===== config.mk =====
export PLATFORM = sky130hd
export DESIGN_NAME = ttt_board_ctrl
export DESIGN_NICKNAME = d
export VERILOG_FILES = /design/src/rtl/ttt_pkg.sv /design/src/rtl/ttt_line_scan.sv /design/src/rtl/ttt_board_ctrl.sv
export SDC_FILE = /design/constraint.sdc
export NUM_CORES = 1
export LEC_CHECK = 0
export CORE_UTILIZATION = 43
export DETAILED_ROUTE_END_ITERATION = 8
export GPL_TIMING_DRIVEN = 0
export PLACE_DENSITY = 0.63
export SLEW_MARGIN = 5
export SYNTH_ARGS = -nofsm -noshare
export SYNTH_HDL_FRONTEND = slang
export SYNTH_SLANG_ARGS = --single-unit
export TNS_END_PERCENT = 10

===== constraint.sdc =====
create_clock -name CLOCK_50 -period 9.4 [get_ports CLOCK_50]
set_input_delay 2.35 -clock CLOCK_50 [delete_from_list [all_inputs] [get_ports CLOCK_50]]
set_output_delay 2.35 -clock CLOCK_50 [all_outputs]
set_load 0.1 [all_outputs]

===== src/rtl/ttt_pkg.sv =====
// Shared types and helpers for the tic-tac-toe board controller.
// Cell codes double as sprite codes on the video path.
package ttt_pkg;

  typedef enum logic [1:0] {
    EMPTY = 2'b00,
    P_A   = 2'b01,
    P_B   = 2'b10
  } cell_t;

  typedef enum logic [1:0] {
    PLAY,
    CHECK,
    DONE
  } state_t;

  function automatic cell_t other_player(cell_t c);
    return (c == P_A) ? P_B : P_A;
  endfunction

endpackage


===== src/rtl/ttt_line_scan.sv =====
// Combinational single-line matcher: rows, then columns, then both diagonals.
// Code 11 can never equal last_code (always 01/10), so it reads as empty.
module ttt_line_scan
  import ttt_pkg::*;
#(
  parameter  int N      = 3,
  localparam int LINE_W = $clog2(2*N+2)
) (
  input  logic [2*N*N-1:0] board,
  input  logic [LINE_W-1:0] line_idx,
  input  logic [1:0]        last_code,
  output logic              match
);

  localparam int LINES = 2*N + 2;

  logic [(2**LINE_W)-1:0] line_hit;
  logic [N-1:0]           eq [LINES];

  for (genvar ln = 0; ln < LINES; ln++) begin : g_line
    for (genvar k = 0; k < N; k++) begin : g_cell
      // Cell visited by step k of line ln, resolved at elaboration time.
      localparam int IDX = (ln < N)   ? ln*N + k :
                           (ln < 2*N) ? k*N + (ln - N) :
                           (ln == 2*N) ? k*N + k :
                                         k*N + (N - 1 - k);
      assign eq[ln][k] = (board[2*IDX +: 2] == last_code);
    end
    assign line_hit[ln] = &eq[ln];
  end

  if ((2**LINE_W) > LINES) begin : g_pad
    assign line_hit[(2**LINE_W)-1:LINES] = '0;
  end

  assign match = line_hit[line_idx];

endmodule


===== src/rtl/ttt_board_ctrl.sv =====
// Tic-tac-toe game engine: cursor, placement, turn tracking and a
// one-line-per-cycle win/draw scan feeding the video controller.
module ttt_board_ctrl
  import ttt_pkg::*;
#(
  parameter  int         N          = 3,
  parameter  logic [1:0] START_CODE = 2'b01,
  localparam int         SEL_W      = $clog2(N*N)
) (
  input  logic               CLOCK_50,
  input  logic               reset,
  input  logic               btn_up,
  input  logic               btn_down,
  input  logic               btn_left,
  input  logic               btn_right,
  input  logic               btn_place,
  input  logic               new_game,
  output logic [2*N*N-1:0]   board,
  output logic [SEL_W-1:0]   selected,
  output logic [1:0]         turn,
  output logic               busy,
  output logic               game_over,
  output logic [1:0]         winner,
  output logic               draw,
  output logic               invalid_move
);

  localparam int CELLS  = N*N;
  localparam int RC_W   = $clog2(N);
  localparam int LINE_W = $clog2(2*N+2);
  localparam int MC_W   = $clog2(N*N+1);

  state_t            state_q, state_n;
  cell_t             cells_q [CELLS];
  cell_t             cells_n [CELLS];
  logic [RC_W-1:0]   row_q, row_n, col_q, col_n;
  logic [SEL_W-1:0]  sel_q, sel_n;
  cell_t             turn_q, turn_n, last_q, last_n;
  logic [MC_W-1:0]   cnt_q, cnt_n;
  logic [LINE_W-1:0] line_q, line_n;
  logic              busy_q, busy_n, over_q, over_n, draw_q, draw_n, inv_q, inv_n;
  logic [1:0]        win_q, win_n;
  logic              match;

  for (genvar i = 0; i < CELLS; i++) begin : g_pack
    assign board[2*i +: 2] = cells_q[i];
  end

  ttt_line_scan #(.N(N)) u_scan (
    .board     (board),
    .line_idx  (line_q),
    .last_code (last_q),
    .match     (match)
  );

  always_comb begin
    // NOTE: every next-state value defaults to its current value first, so no path can infer a latch.
    state_n = state_q;
    cells_n = cells_q;
    row_n   = row_q;
    col_n   = col_q;
    turn_n  = turn_q;
    last_n  = last_q;
    cnt_n   = cnt_q;
    line_n  = line_q;
    busy_n  = busy_q;
    over_n  = over_q;
    draw_n  = draw_q;
    win_n   = win_q;
    inv_n   = 1'b0;

    // new_game is honoured everywhere except mid-scan; the cursor survives it.
    if (new_game && state_q != CHECK) begin
      for (int i = 0; i < CELLS; i++) cells_n[i] = EMPTY;
      state_n = PLAY;
      turn_n  = cell_t'(START_CODE);
      cnt_n   = '0;
      line_n  = '0;
      busy_n  = 1'b0;
      over_n  = 1'b0;
      draw_n  = 1'b0;
      win_n   = 2'b00;
    end else begin
      case (state_q)
        PLAY: begin
          if (btn_place) begin
            if (cells_q[sel_q] == EMPTY) begin
              cells_n[sel_q] = turn_q;
              cnt_n   = cnt_q + 1'b1;
              last_n  = turn_q;
              line_n  = '0;
              busy_n  = 1'b1;
              state_n = CHECK;
            end else begin
              inv_n = 1'b1;
            end
          end else if (btn_up) begin
            row_n = (row_q == '0) ? RC_W'(N-1) : row_q - 1'b1;
          end else if (btn_down) begin
            row_n = (row_q == RC_W'(N-1)) ? '0 : row_q + 1'b1;
          end else if (btn_left) begin
            col_n = (col_q == '0) ? RC_W'(N-1) : col_q - 1'b1;
          end else if (btn_right) begin
            col_n = (col_q == RC_W'(N-1)) ? '0 : col_q + 1'b1;
          end
        end
        CHECK: begin
          if (match) begin
            win_n   = last_q;
            over_n  = 1'b1;
            busy_n  = 1'b0;
            state_n = DONE;
          end else if (line_q == LINE_W'(2*N+1)) begin
            busy_n = 1'b0;
            if (cnt_q == MC_W'(CELLS)) begin
              draw_n  = 1'b1;
              over_n  = 1'b1;
              state_n = DONE;
            end else begin
              turn_n  = other_player(turn_q);
              state_n = PLAY;
            end
          end else begin
            line_n = line_q + 1'b1;
          end
        end
        DONE:    ;
        default: state_n = PLAY;
      endcase
    end

    sel_n = SEL_W'(int'(row_n) * N + int'(col_n));
  end

  always_ff @(posedge CLOCK_50) begin
    // NOTE: sequential state uses non-blocking assignments so every register samples pre-edge values.
    if (reset) begin
      state_q <= PLAY;
      // NOTE: the board is a flop array rather than a RAM, so clearing it in reset is legitimate.
      for (int i = 0; i < CELLS; i++) cells_q[i] <= EMPTY;
      row_q  <= '0;
      col_q  <= '0;
      sel_q  <= '0;
      turn_q <= cell_t'(START_CODE);
      last_q <= cell_t'(START_CODE);
      cnt_q  <= '0;
      line_q <= '0;
      busy_q <= 1'b0;
      over_q <= 1'b0;
      draw_q <= 1'b0;
      win_q  <= 2'b00;
      inv_q  <= 1'b0;
    end else begin
      state_q <= state_n;
      cells_q <= cells_n;
      row_q   <= row_n;
      col_q   <= col_n;
      sel_q   <= sel_n;
      turn_q  <= turn_n;
      last_q  <= last_n;
      cnt_q   <= cnt_n;
      line_q  <= line_n;
      busy_q  <= busy_n;
      over_q  <= over_n;
      draw_q  <= draw_n;
      win_q   <= win_n;
      inv_q   <= inv_n;
    end
  end

  assign selected     = sel_q;
  assign turn         = turn_q;
  assign busy         = busy_q;
  assign game_over    = over_q;
  assign winner       = win_q;
  assign draw         = draw_q;
  assign invalid_move = inv_q;

endmodule


== After elaboration in Yosys (flattened, before gate mapping) ==
Cells that the tools add are included.
Cells by class
  add/sub/neg operators: 7
  multipliers: 1
  order comparisons: 3
  equal/unequal tests: 22
  muxes and demuxes: 45
  bitwise logic cells: 7
  reduce and logical (&&, ||, !) cells: 28
Operator list (number)
  two-way mux 2 bit: 25
  AND reduction 3 bit: 10
  AND reduction 4 bit: 5
  bitwise mux 18 bit: 1
  equality test 2 bit: 9
  two-way mux 3 bit: 4
  two-way mux 1 bit: 9
  binary-select mux 2 bit (select 4 bit): 1
  demux 2 bit (select 4 bit): 1
  logical NOT 2 bit: 4
  inequality test 2 bit (second input constant): 4
  equality test 2 bit (second input constant): 3
  inverter 1 bit: 6
  case mux 2 bit (3 select lines): 1
  case mux 3 bit (2 select lines): 1
  nonzero test 2 bit: 3
  greater-or-equal comparator 5 bit (second input constant): 1
  < comparator 5 x 1 -> 1 bit (second input constant): 1
  inverter 4 -> 5 bit: 1
  AND reduction 5 bit: 1
  adder 2 x 1 -> 2 bit (second input constant): 2
  adder 4 x 1 -> 4 bit (second input constant): 1
  adder 4 x 2 -> 4 bit: 1
  equality test 2 x 1 -> 1 bit (second input constant): 2
  other kinds (14): 16
Word-level totals
  bits in registers: 45
  output and inout port bits: 30
  word-level logic and storage cells: 135

== Longest topological paths before layout ==
Gate-level depths: netlist (run 1).
  depth in word-level cells: 10
  mapped depth: 12
  depth with buffers taken out: 12

== Hierarchy ==
A second synthesis (run 1) with hierarchy kept.
Unflattened totals
  cell total of the unflattened synthesis: 296
  area, all modules: 2576.2 µm²
By module, submodules not included
  ttt_board_ctrl: instances 1, cells an instance 238, area each 2158.3 µm²
  ttt_line_scan: instances 1, cells an instance 58, area each 417.9 µm²

== Worst setup path after synthesis (run 1) ==
OpenSTA, ideal clock, no wires.
  path type: input to register
  start: input port btn_place
  end: register sel_q[2], in the netlist selected[2]
  library setup time: 0.067 ns
  data arrival time: 4.543 ns
  required time: 9.333 ns
  setup slack: 4.790 ns
  stages: 11
  path buffers: 0
  path through: nor4_1 nand3_1 o21a_1 o21ai_0 inv_1 fa_1 inv_1 ha_1 inv_1 fa_1 nor2_1
Between the ends
  word-level cells in the longest chain between the ends: 5
Ends and longest elaborated chain
  start, declared: line ttt_board_ctrl.sv:16  | input logic btn_place,
  two-way mux 2 bit: line ttt_board_ctrl.sv:86  | if (btn_place) begin
  two-way mux 2 bit: line ttt_board_ctrl.sv:84  | case (state_q)
  two-way mux 2 bit: line ttt_board_ctrl.sv:73  | if (new_game && state_q != CHECK) begin
  via row_n[0]: line ttt_board_ctrl.sv:36  | logic [RC_W-1:0] row_q, row_n, col_q, col_n;
  multiplier 2 x 2 -> 4 bit: line ttt_board_ctrl.sv:132  | sel_n = SEL_W'(int'(row_n) * N + int'(col_n));
  adder 4 x 2 -> 4 bit: line ttt_board_ctrl.sv:132
  end signal, assigned: line ttt_board_ctrl.sv:158  | sel_q <= sel_n;
  end, declared: line ttt_board_ctrl.sv:37  | logic [SEL_W-1:0] sel_q, sel_n;
The timed path passes the listed nets, and every way through them passes these cells.
A chain may end at the register's enable or synchronous reset.

== Worst setup path after layout (run 1) ==
  start: input port new_game
  end: register sel_q[2], in the netlist selected[2]
Between the ends
  word-level cells in the longest chain between the ends: 4
Ends and longest elaborated chain
  start, declared: line ttt_board_ctrl.sv:17  | input logic new_game,
  logical AND 1 bit: line ttt_board_ctrl.sv:73
  two-way mux 2 bit: line ttt_board_ctrl.sv:73
  via row_n[0]: line ttt_board_ctrl.sv:36
  multiplier 2 x 2 -> 4 bit: line ttt_board_ctrl.sv:132
  adder 4 x 2 -> 4 bit: line ttt_board_ctrl.sv:132
The timed path passes the listed nets, and every way through them passes these cells.

==> results of run 1 <==
==> cell families (layout without fill, tap and decap cells) <==
family | after synthesis | count (layout) | share of synthesized area (%)
AND/OR/NAND/NOR | 125 | 125 | 26.47
adder cells (fa/ha/maj) | 14 | 14 | 7.592
flip-flops | 45 | 45 | 35.96
buffers and inverters | 21 | 65 | 4.495
multiplexers | 9 | 9 | 3.996
XOR/XNOR | 19 | 19 | 6.643
AO/OA/AOI/OAI | 54 | 54 | 14.84
==> stage by stage <==
step,total power [mW],worst slack (ns),std cells
2_1_floorplan,0.2806,4.790,287
4_1_cts,0.4260,4.200,403
3_3_place_gp,0.3036,3.925,396
5_1_grt,0.4433,3.896,403
6_report,0.4219,4.220,403
3_5_place_dp,0.3047,3.894,396
==> state kept, by name (all words and copies together), names as in the netlist <==
| name | flops |
|---|---|
| state_q | 2 |
| col_q | 2 |
| selected | 4 |
| line_q | 3 |
| board | 18 |
| last_q | 2 |
| invalid_move | 1 |
| cnt_q | 4 |
| draw | 1 |
| turn | 2 |
| row_q | 2 |
| winner | 2 |
| game_over | 1 |
| busy | 1 |
==> layout make-up <==
cell class                 count  share of cell area [%]
buffer                        12                   2.580
clock buffer                   6                   2.703
clock inverter                 1                  0.2457
inverter                       9                   1.106
multi-input combinational    221                   48.81
sequential                    45                   29.48
tap                           72                   2.948
timing repair buffer          37                   12.12
==> cell usage in the layout, fill, tap and decap left out, types with 5 or more instances in the layout <==
master,Yosys,final
inv_1,9,9
clkdlybuf4s50_1,0,37
and3_1,14,14
nor2_1,45,45
a21oi_1,18,18
mux2i_1,7,7
nor3_1,13,13
xnor2_1,11,11
o22ai_1,5,5
xor2_1,8,8
nand3_1,5,5
a31oi_1,8,8
nand2_1,20,20
dfxtp_1,45,45
nor2b_1,7,7
ha_1,12,12
buf_4,5,5
clkbuf_8,0,6
==> worst max path at each step <==
stage	slack, ns	endpoint	from
after global routing	3.90	selected[2]$_SDFF_PP0_	new_game
after detailed placement	3.89	selected[2]$_SDFF_PP0_	new_game
after global placement	3.93	selected[2]$_SDFF_PP0_	new_game
final	4.22	selected[2]$_SDFF_PP0_	new_game
after CTS	4.20	selected[2]$_SDFF_PP0_	new_game
after floorplan	4.79	selected[2]$_SDFF_PP0_	btn_place
==> metal layers <==
metal / global-route usage, % / up-vias
met3: 4.070 / 2
met1: 26.60 / 1018
li1: - / 1093
met5: 0 / -
met4: 6.111 / 0
met2: 34.74 / 40
==> worst register-to-register path, delay by kind of cell (launching register included) <==
kind,cells,cell delay (ns)
adder cells (fa/ha/maj),3,1.13
AO/OA/AOI/OAI,2,0.36
AND/OR/NAND/NOR,3,0.85
flip-flops,1,0.35
buffers and inverters,3,0.22
==> power groups by stage <==
| stage | sequential [mW] | clock (mW) | combinational [mW] |
|---|---|---|---|
| finish | 0.202 | 0.122 | 0.0974 |
| global route | 0.203 | 0.133 | 0.106 |
| CTS | 0.202 | 0.125 | 0.0982 |
| detailed placement | 0.207 | 0 | 0.0979 |
| global placement | 0.207 | 0 | 0.0969 |
| floorplan | 0.226 | 0 | 0.0546 |
==> metrics.txt, run 1 <==
PortBufs 37; Avg Cell Area, Syn a little under 9 sq um; Achievable Freq between 150 and 200 MHz; cells after synthesis 287; H-tree levels 2; drt drc 0; clock skew between 0.006 and 0.007 ns; setup repair after global routing missed its margin false; met2 wire len between 2 and 3 mm; WHS between 0.4 and 0.5 ns; Fin. Hold Viols 0; area occupied by multi-input gates 0.001491 sq mm; first-pass GRT wire length between 9 and 10 mm; Flop pwr share between 40% and 50%; Via-to-Cell Ratio ~5.3; CP max-delay cell nor4_1; CORE AREA 0.005574 sq mm; Worst path top cell family by delay adder cells; Ant. Diodes 0; CTS resizes 0; share of flip-flops with an asynchronous set or reset 0%; CTS buffer count 5; critical path depth in cells 12; HP Start game_over$_SDFFE_PP0P_; EDFF count, synth 0; Sw Share between 30% and 40%; Slew Limit Fails 0; Worst Setup End Kind flop; crit-path max cell delay ~0.54 ns; Final Util a little over half; Clock Sinks between 40 and 50; area added between synthesis and finish 21.98%; CTS root buffer clkbuf_8; gpl congestion between 0.7 and 0.8; DP HPWL approximately 4.5 mm; drt total wl 5.974 mm; status finished clean; # hold bufs at CTS 0; Max rail drop VDD around 90 uV; R2R Path Start state_q[0]$_SDFFE_PP0P_; leading area contributor after synthesis dfxtp_1; worst slew pin tran roughly 0.99 ns; post-synthesis sequential area ratio between 30 and 40%; wire length per cell around 15 um; Top Layer Used met4; clock latency at the later pin of the worst-skew pair roughly 0.3 ns; total track usage 20.63%; Synth cell types 50; die width 78.33 um; WL met1 2.889 mm; Total Die Area between 0.006 and 0.007 sq mm; Logic pwr share between 20 and 25%; WHS Path Cells 2; pwr dens ~140 mW/mm^2; WP data arrival ~5.4 ns; Int Power 0.2888 mW; clock tree buffer depth 2; antenna violations before repair 0; Synth top area share a little over a third; Clock power frac a little under 30%; Slew HR between 30% and 40%; # setup viols final 0; R2R Setup Slk around 6.4 ns; min cycle time layout 5.180 ns; RR Endpoint selected[2]$_SDFF_PP0_; Crit Path Class in2reg; DR iter-0 viols roughly 70; largest cells by area after synthesis dfxtp_1, nor2_1, ha_1; number of I/O pins 38; Initial Utilization about 45%; cell area after layout between 0.003 and 0.004 sq mm; Lkg Pwr between 1 and 1.5 nW; Worst Hold Path EP game_over$_SDFFE_PP0P_; critical path buffer and inverter count 4; CP Data Required Time ~9.6 ns; Die Ht 78.33 um; Max-Cap Viols 0; NumNets Final ~350; layout cells sized above 1 approximately 8%; largest fanout on the critical path 5; Initial DRT Pass Iterations 5; number of global-route vias before repair roughly 2,000; CTS tree built; Post-CTS Setup Inserts 0; Hold WC Path Type reg2reg; WL met3 roughly 240 um; setup TNS 0 ns; Reg2Reg Depth 11; largest net degree at the start of global routing 14; FF+latch count, synth between 40 and 50; post-synthesis instance area around 0.0025 sq mm; antenna violation net count after detailed routing 0; Top cell by count, worst path inv_1; most used flip-flop cell after synthesis dfxtp_1; syn nets a little over 300; GR Overflow Total 0; share of the clock period used by the worst path 55.10%; register area roughly 900 sq um; P_sw about 0.13 mW; ordered list of cells on the worst path clkdlybuf4s50_1, nor4_1, nand3_1, o21a_1, o21ai_0, inv_1, fa_1, inv_1, ha_1, inv_1, fa_1, nor2_1; Synth top cells by count dfxtp_1, nor2_1, nand2_1, a21oi_1, and3_1; YS warnings 0; Worst-path clk slew ~0.080 ns; # rows 27; DP Area a little under 0.003 sq mm; crit path launch type input pin; via count ~2,200; Filler cells 541
Power figures use the tool's default switching activity.
==> run 2, diff against run 1 <==
- PLACE_DENSITY: 0.63 -> 0.65
- clock period: 9.4 -> 4.4 ns (I/O delays scaled with it)
==> metrics.txt, run 2 (synthesis gave the netlist of run 1 again) <==
status finished clean; R2R Path Start state_q[0]$_SDFFE_PP0P_; CP endpoint selected[2]$_SDFF_PP0_; gpl congestion 0.8497 (+8.3%); DP Area 0.002965 sq mm (unchanged); NumNets Final 353 (unchanged); die width 78.33 um (unchanged); # rows 27 (unchanged); pwr dens 307.2 mW/mm^2 (+120%); HP Start winner[1]$_SDFFE_PP0P_; critical path buffer and inverter count 4 (unchanged); # setup viols final 0 (unchanged); drt total wl 5.934 mm (-0.67%); total power 0.9429 mW (+120%); Worst-path clk slew 0.08 ns (about the same); min cycle time layout 4.017 ns; clock tree buffer depth 2 (unchanged); via count 2,179 (+1.2%); Initial DRT Pass Iterations 4 (-1); clock skew 0.01039 ns (+0.003511 ns); Worst path top cell family by delay adder cells; Worst Setup End Kind flop; CP Data Required Time 4.62 ns (-5.01 ns); Crit Path Class in2reg; Top cell by count, worst path inv_1; Reg2Reg Depth 11 (unchanged); Clock Sinks 45 (unchanged); antenna violations before repair 0 (unchanged); crit path launch type input pin; critical path depth in cells 12 (unchanged); setup TNS 0 ns (unchanged); Worst setup startpoint new_game; CTS buffer count 5 (unchanged); largest net degree at the start of global routing 14 (unchanged); CTS root buffer clkbuf_8; Lkg Pwr 1.174 nW (+0.92%); antenna violation net count after detailed routing 0 (unchanged); Filler cells 559 (+3.3%); # hold bufs at CTS 0 (unchanged); DR iter-0 viols 114 (+65%); PortBufs 37 (unchanged); Fin. Hold Viols 0 (unchanged); largest fanout on the critical path 5 (unchanged); DP HPWL 4.519 mm (-0.53%); Ant. Diodes 0 (unchanged); layout cells sized above 1 8.157% (unchanged); setup repair after global routing missed its margin false; number of I/O pins 38 (unchanged); clock latency at the later pin of the worst-skew pair 0.30 ns (about the same); wire length per cell 14.72 um (-0.67%); Hold WC Path Type reg2reg; first-pass GRT wire length 9.984 mm (+1.9%); CORE AREA 0.005574 sq mm (unchanged); Initial Utilization 44.94% (unchanged); CTS tree built; Final Util 55.06% (+0.25 points); cell area after layout 0.003069 sq mm (+0.45%); drt drc 0 (unchanged); R2R Setup Slk 1.36 ns (-5.04 ns); ordered list of cells on the worst path clkdlybuf4s50_1, nor4_1, nand3_1, o21a_1, o21ai_0, inv_1, fa_1, inv_1, ha_1, inv_1, fa_1, nor2_1; commonest non-fill, non-tap cells in the layout nor2_1, dfxtp_1, clkdlybuf4s50_1; Post-CTS Setup Inserts 0 (unchanged); H-tree levels 2 (unchanged); max reg flops 18 (unchanged); Total Die Area 0.006135 sq mm (unchanged); crit-path max cell delay 0.57 ns (+0.03 ns); Via-to-Cell Ratio 5.407 (+1.2%); CTS resizes 0 (unchanged); CP max-delay cell clkdlybuf4s50_1; Max-Cap Viols 0 (unchanged); WP data arrival 4.24 ns (-1.17 ns); worst slew pin tran 0.9764 ns (-0.01545 ns); Achievable Freq around 250 MHz; Slew Limit Fails 0 (unchanged); area added between synthesis and finish 22.53%; Max rail drop VDD 193.1 uV (+120%); Die Ht 78.33 um (unchanged); RR Endpoint selected[2]$_SDFF_PP0_; GR Overflow Total 0 (unchanged); number of global-route vias before repair 2,044 (+2.3%); total track usage 20.82% (+0.18 points); Slew HR 34.70% (+1.0 points); share of the clock period used by the worst path between 90 and 100%
run 2: changes by cell type in the layout (fill, tap and decap cells not counted), sizes merged:
| cell | previous run | this run |
|---|---|---|
| bufinv | 0 | 1 |
| clkbuf | 10 | 9 |
| clkinv | 0 | 1 |
| clkinvlp | 1 | 0 |
run 2: cell type report:
cell class / count / area (sq um) / share of cell area [%]
Sequential cell: 45 / 900.9 / 29.35
Inverter: 9 / 33.78 / 1.101
Timing Repair Buffer: 37 / 370.4 / 12.07
Clock inverter: 2 / 35.03 / 1.141
Tap cell: 72 / 90.09 / 2.935
Buffer: 12 / 78.83 / 2.568
Multi-Input combinational cell: 221 / 1491 / 48.59
Clock buffer: 5 / 68.82 / 2.242
run 2: worst min-delay path, stage by stage (launching register included):
cell	delay, ns
dfxtp_1	0.32
nand2_1	0.05
mux2i_1	0.05
run 2: power breakdown:
group / internal [mW] / total, mW / switching, mW
clock: 0.165 / 0.301 / 0.136
sequential: 0.419 / 0.432 / 0.0133
combinational: 0.0734 / 0.209 / 0.136
total: 0.658 / 0.943 / 0.285
run 2: metrics by stage:
stage	setup WS [ns]	cells	hold slack (ns)
5_1_grt	0.1436	403	0.4902
3_3_place_gp	0.1600	396	0.4463
3_5_place_dp	0.09032	396	0.4564
2_1_floorplan	1.040	287	0.4789
6_report	0.3826	403	0.4686
4_1_cts	0.3814	403	0.4688
run 2: worst min-delay path by stage:
stage,endpoint,depth (start not counted)
2_1_floorplan,cnt_q[3]$_SDFFE_PP0P_,2
3_3_place_gp,winner[1]$_SDFFE_PP0P_,2
3_5_place_dp,winner[1]$_SDFFE_PP0P_,2
4_1_cts,winner[1]$_SDFFE_PP0P_,2
5_1_grt,draw$_SDFFE_PP0P_,1
6_report,winner[1]$_SDFFE_PP0P_,2
run 2: per-layer routing:
| layer | GRT usage (%) | part of all wire [%] | vias up |
|---|---|---|---|
| met3 | 3.953 | 5.8 | 9 |
| met5 | 0 | 0 | - |
| met2 | 34.12 | 46 | 61 |
| met4 | 7.778 | 1.6 | 0 |
| met1 | 27.05 | 46 | 1016 |
| li1 | - | - | 1093 |
==> run 3, diff against run 2 <==
- CORE_ASPECT_RATIO: default -> 0.75
==> metrics.txt, run 3 (synthesis gave the netlist of run 1 again) <==
CTS tree built; DP Area 0.002969 sq mm (+0.13%); Top cell by count, worst path inv_1; Sw Share 33.18% (+2.9 points); Flop pwr share 47.8% (+1.9 points); crit-path max cell delay 0.54 ns (-0.03 ns); Post-CTS Setup Inserts 0 (unchanged); share of the clock period used by the worst path 88.22% (-3.1 points); Initial Utilization 45.81% (+0.87 points); Setup WS post-layout 0.5181 ns (+0.1355 ns); Hold WC Path Type reg2reg; Int Power 0.6055 mW (-7.9%); Ant. Diodes 0 (unchanged); CTS resizes 0 (unchanged); PortBufs 37 (unchanged); P_sw 0.3006 mW (+5.4%); via count 2,162 (-0.78%); # hold bufs at CTS 0 (unchanged); Clock power frac 29.0% (-3.0 points); H-tree levels 2 (unchanged); WP data arrival 4.11 ns (-0.13 ns); Max-Cap Viols 0 (unchanged); Fin. Hold Viols 0 (unchanged); number of I/O pins 38 (unchanged); clock latency at the later pin of the worst-skew pair 0.30 ns (about the same); Via-to-Cell Ratio 5.312 (-1.8%); # setup viols final 0 (unchanged); CORE AREA 0.005468 sq mm (-1.9%); commonest non-fill, non-tap cells in the layout nor2_1, dfxtp_1, clkdlybuf4s50_1; DP Worst Slack 0.1615 ns (+0.07113 ns); ordered list of cells on the worst path clkdlybuf4s50_1, nor4_1, nand3_1, o21a_1, o21ai_0, inv_1, fa_1, inv_1, ha_1, inv_1, fa_1, nor2_1; CP Data Required Time 4.63 ns (about the same); Slew HR 34.38% (-0.32 points); largest net degree at the start of global routing 16 (+2); Logic pwr share 23.1% (+0.9 points); Initial DRT Pass Iterations 4 (unchanged); drt total wl 6.179 mm (+4.1%); status finished clean; CTS root buffer clkbuf_8; area added between synthesis and finish 22.13%; gpl congestion 0.8315 (-2.1%); antenna violation net count after detailed routing 0 (unchanged); Lkg Pwr 1.164 nW (-0.81%); setup repair after global routing missed its margin false; Worst Setup End Kind flop; DR iter-0 viols 130 (+14%); crit path launch type input pin; number of global-route vias before repair 2,027 (-0.83%); total track usage 21.51% (+0.69 points); Crit Path Class in2reg; antenna violations before repair 0 (unchanged); CTS buffer count 5 (unchanged); max reg flops 18 (unchanged); Achievable Freq 257.6 MHz (+3.5%); CP max-delay cell clkdlybuf4s50_1; first-pass GRT wire length 10.17 mm (+1.9%); Total Die Area 0.006138 sq mm (about the same); clock skew 0.009986 ns (-0.0004039 ns); Max rail drop VDD 145.9 uV (-24%); Worst-path clk slew 0.09 ns (about the same); min cycle time layout 3.882 ns (-0.1355 ns); drt drc 0 (unchanged); Clock Sinks 45 (unchanged); worst slew pin tran 0.9812 ns (+0.004783 ns); DP HPWL 4.596 mm (+1.7%); setup TNS 0 ns (unchanged); largest fanout on the critical path 5 (unchanged); Die Ht 68.10 um (-13%); clock tree buffer depth 2 (unchanged); GR Overflow Total 0 (unchanged); die width 90.13 um (+15%); NumNets Final 353 (unchanged); pwr dens 296.2 mW/mm^2 (-3.6%); wire length per cell 15.18 um (+3.1%); # rows 23 (-15%); Slew Limit Fails 0 (unchanged); layout cells sized above 1 8.434% (+0.28 points); cell area after layout 0.003059 sq mm (-0.33%)
-- run 3: worst paths after layout --
check	slack [ns]	endpoint	cells past startpoint	from
max	0.52	selected[2]$_SDFF_PP0_	12	new_game
min	0.47	winner[1]$_SDFFE_PP0P_	2	winner[1]$_SDFFE_PP0P_
max reg2reg	1.45	selected[2]$_SDFF_PP0_	11	state_q[0]$_SDFFE_PP0P_
min reg2reg	0.47	winner[1]$_SDFFE_PP0P_	2	winner[1]$_SDFFE_PP0P_
-- run 3: cell type report --
class,count,area [sq um]
buffer,12,78.83
clock buffer,5,68.82
clock inverter,3,21.27
fill,520,2409
inverter,9,33.78
multi-input combinational,221,1491
sequential,45,900.9
tap,75,93.84
timing repair buffer,37,370.4
-- run 3: routing by layer --
metal  up-vias  wire [um]  track usage [%]
met5         -          0                0
met3         4        292            3.889
met4         0         66            6.048
met2        37       2665            33.97
li1       1091          -                -
met1      1030       3154            30.30
-- run 3: critical path: cells and delay by family --
kind | cells | cell delay (ns)
buf+inv | 4 | 0.75
fa+ha+maj | 3 | 1.13
simple gates | 3 | 0.78
compound gates | 2 | 0.35
-- run 3: metrics by stage --
step | hold WS (ns) | utilization, % | total power, mW | cells
after global placement | 0.4517 | 54.30 | 0.6491 | 399
after global routing | 0.5089 | 55.95 | 0.9572 | 407
after detailed placement | 0.4617 | 54.30 | 0.6513 | 399
final | 0.4676 | 55.95 | 0.9061 | 407
after floorplan | 0.4789 | - | 0.5995 | 287
after CTS | 0.4745 | 55.95 | 0.9118 | 407
-- run 3: power groups by stage --
stage	sequential, mW	combinational (mW)	clock (mW)
after CTS	0.433	0.210	0.269
after global routing	0.436	0.230	0.291
final	0.433	0.210	0.263
after floorplan	0.483	0.117	0
after detailed placement	0.442	0.209	0
after global placement	0.442	0.207	0
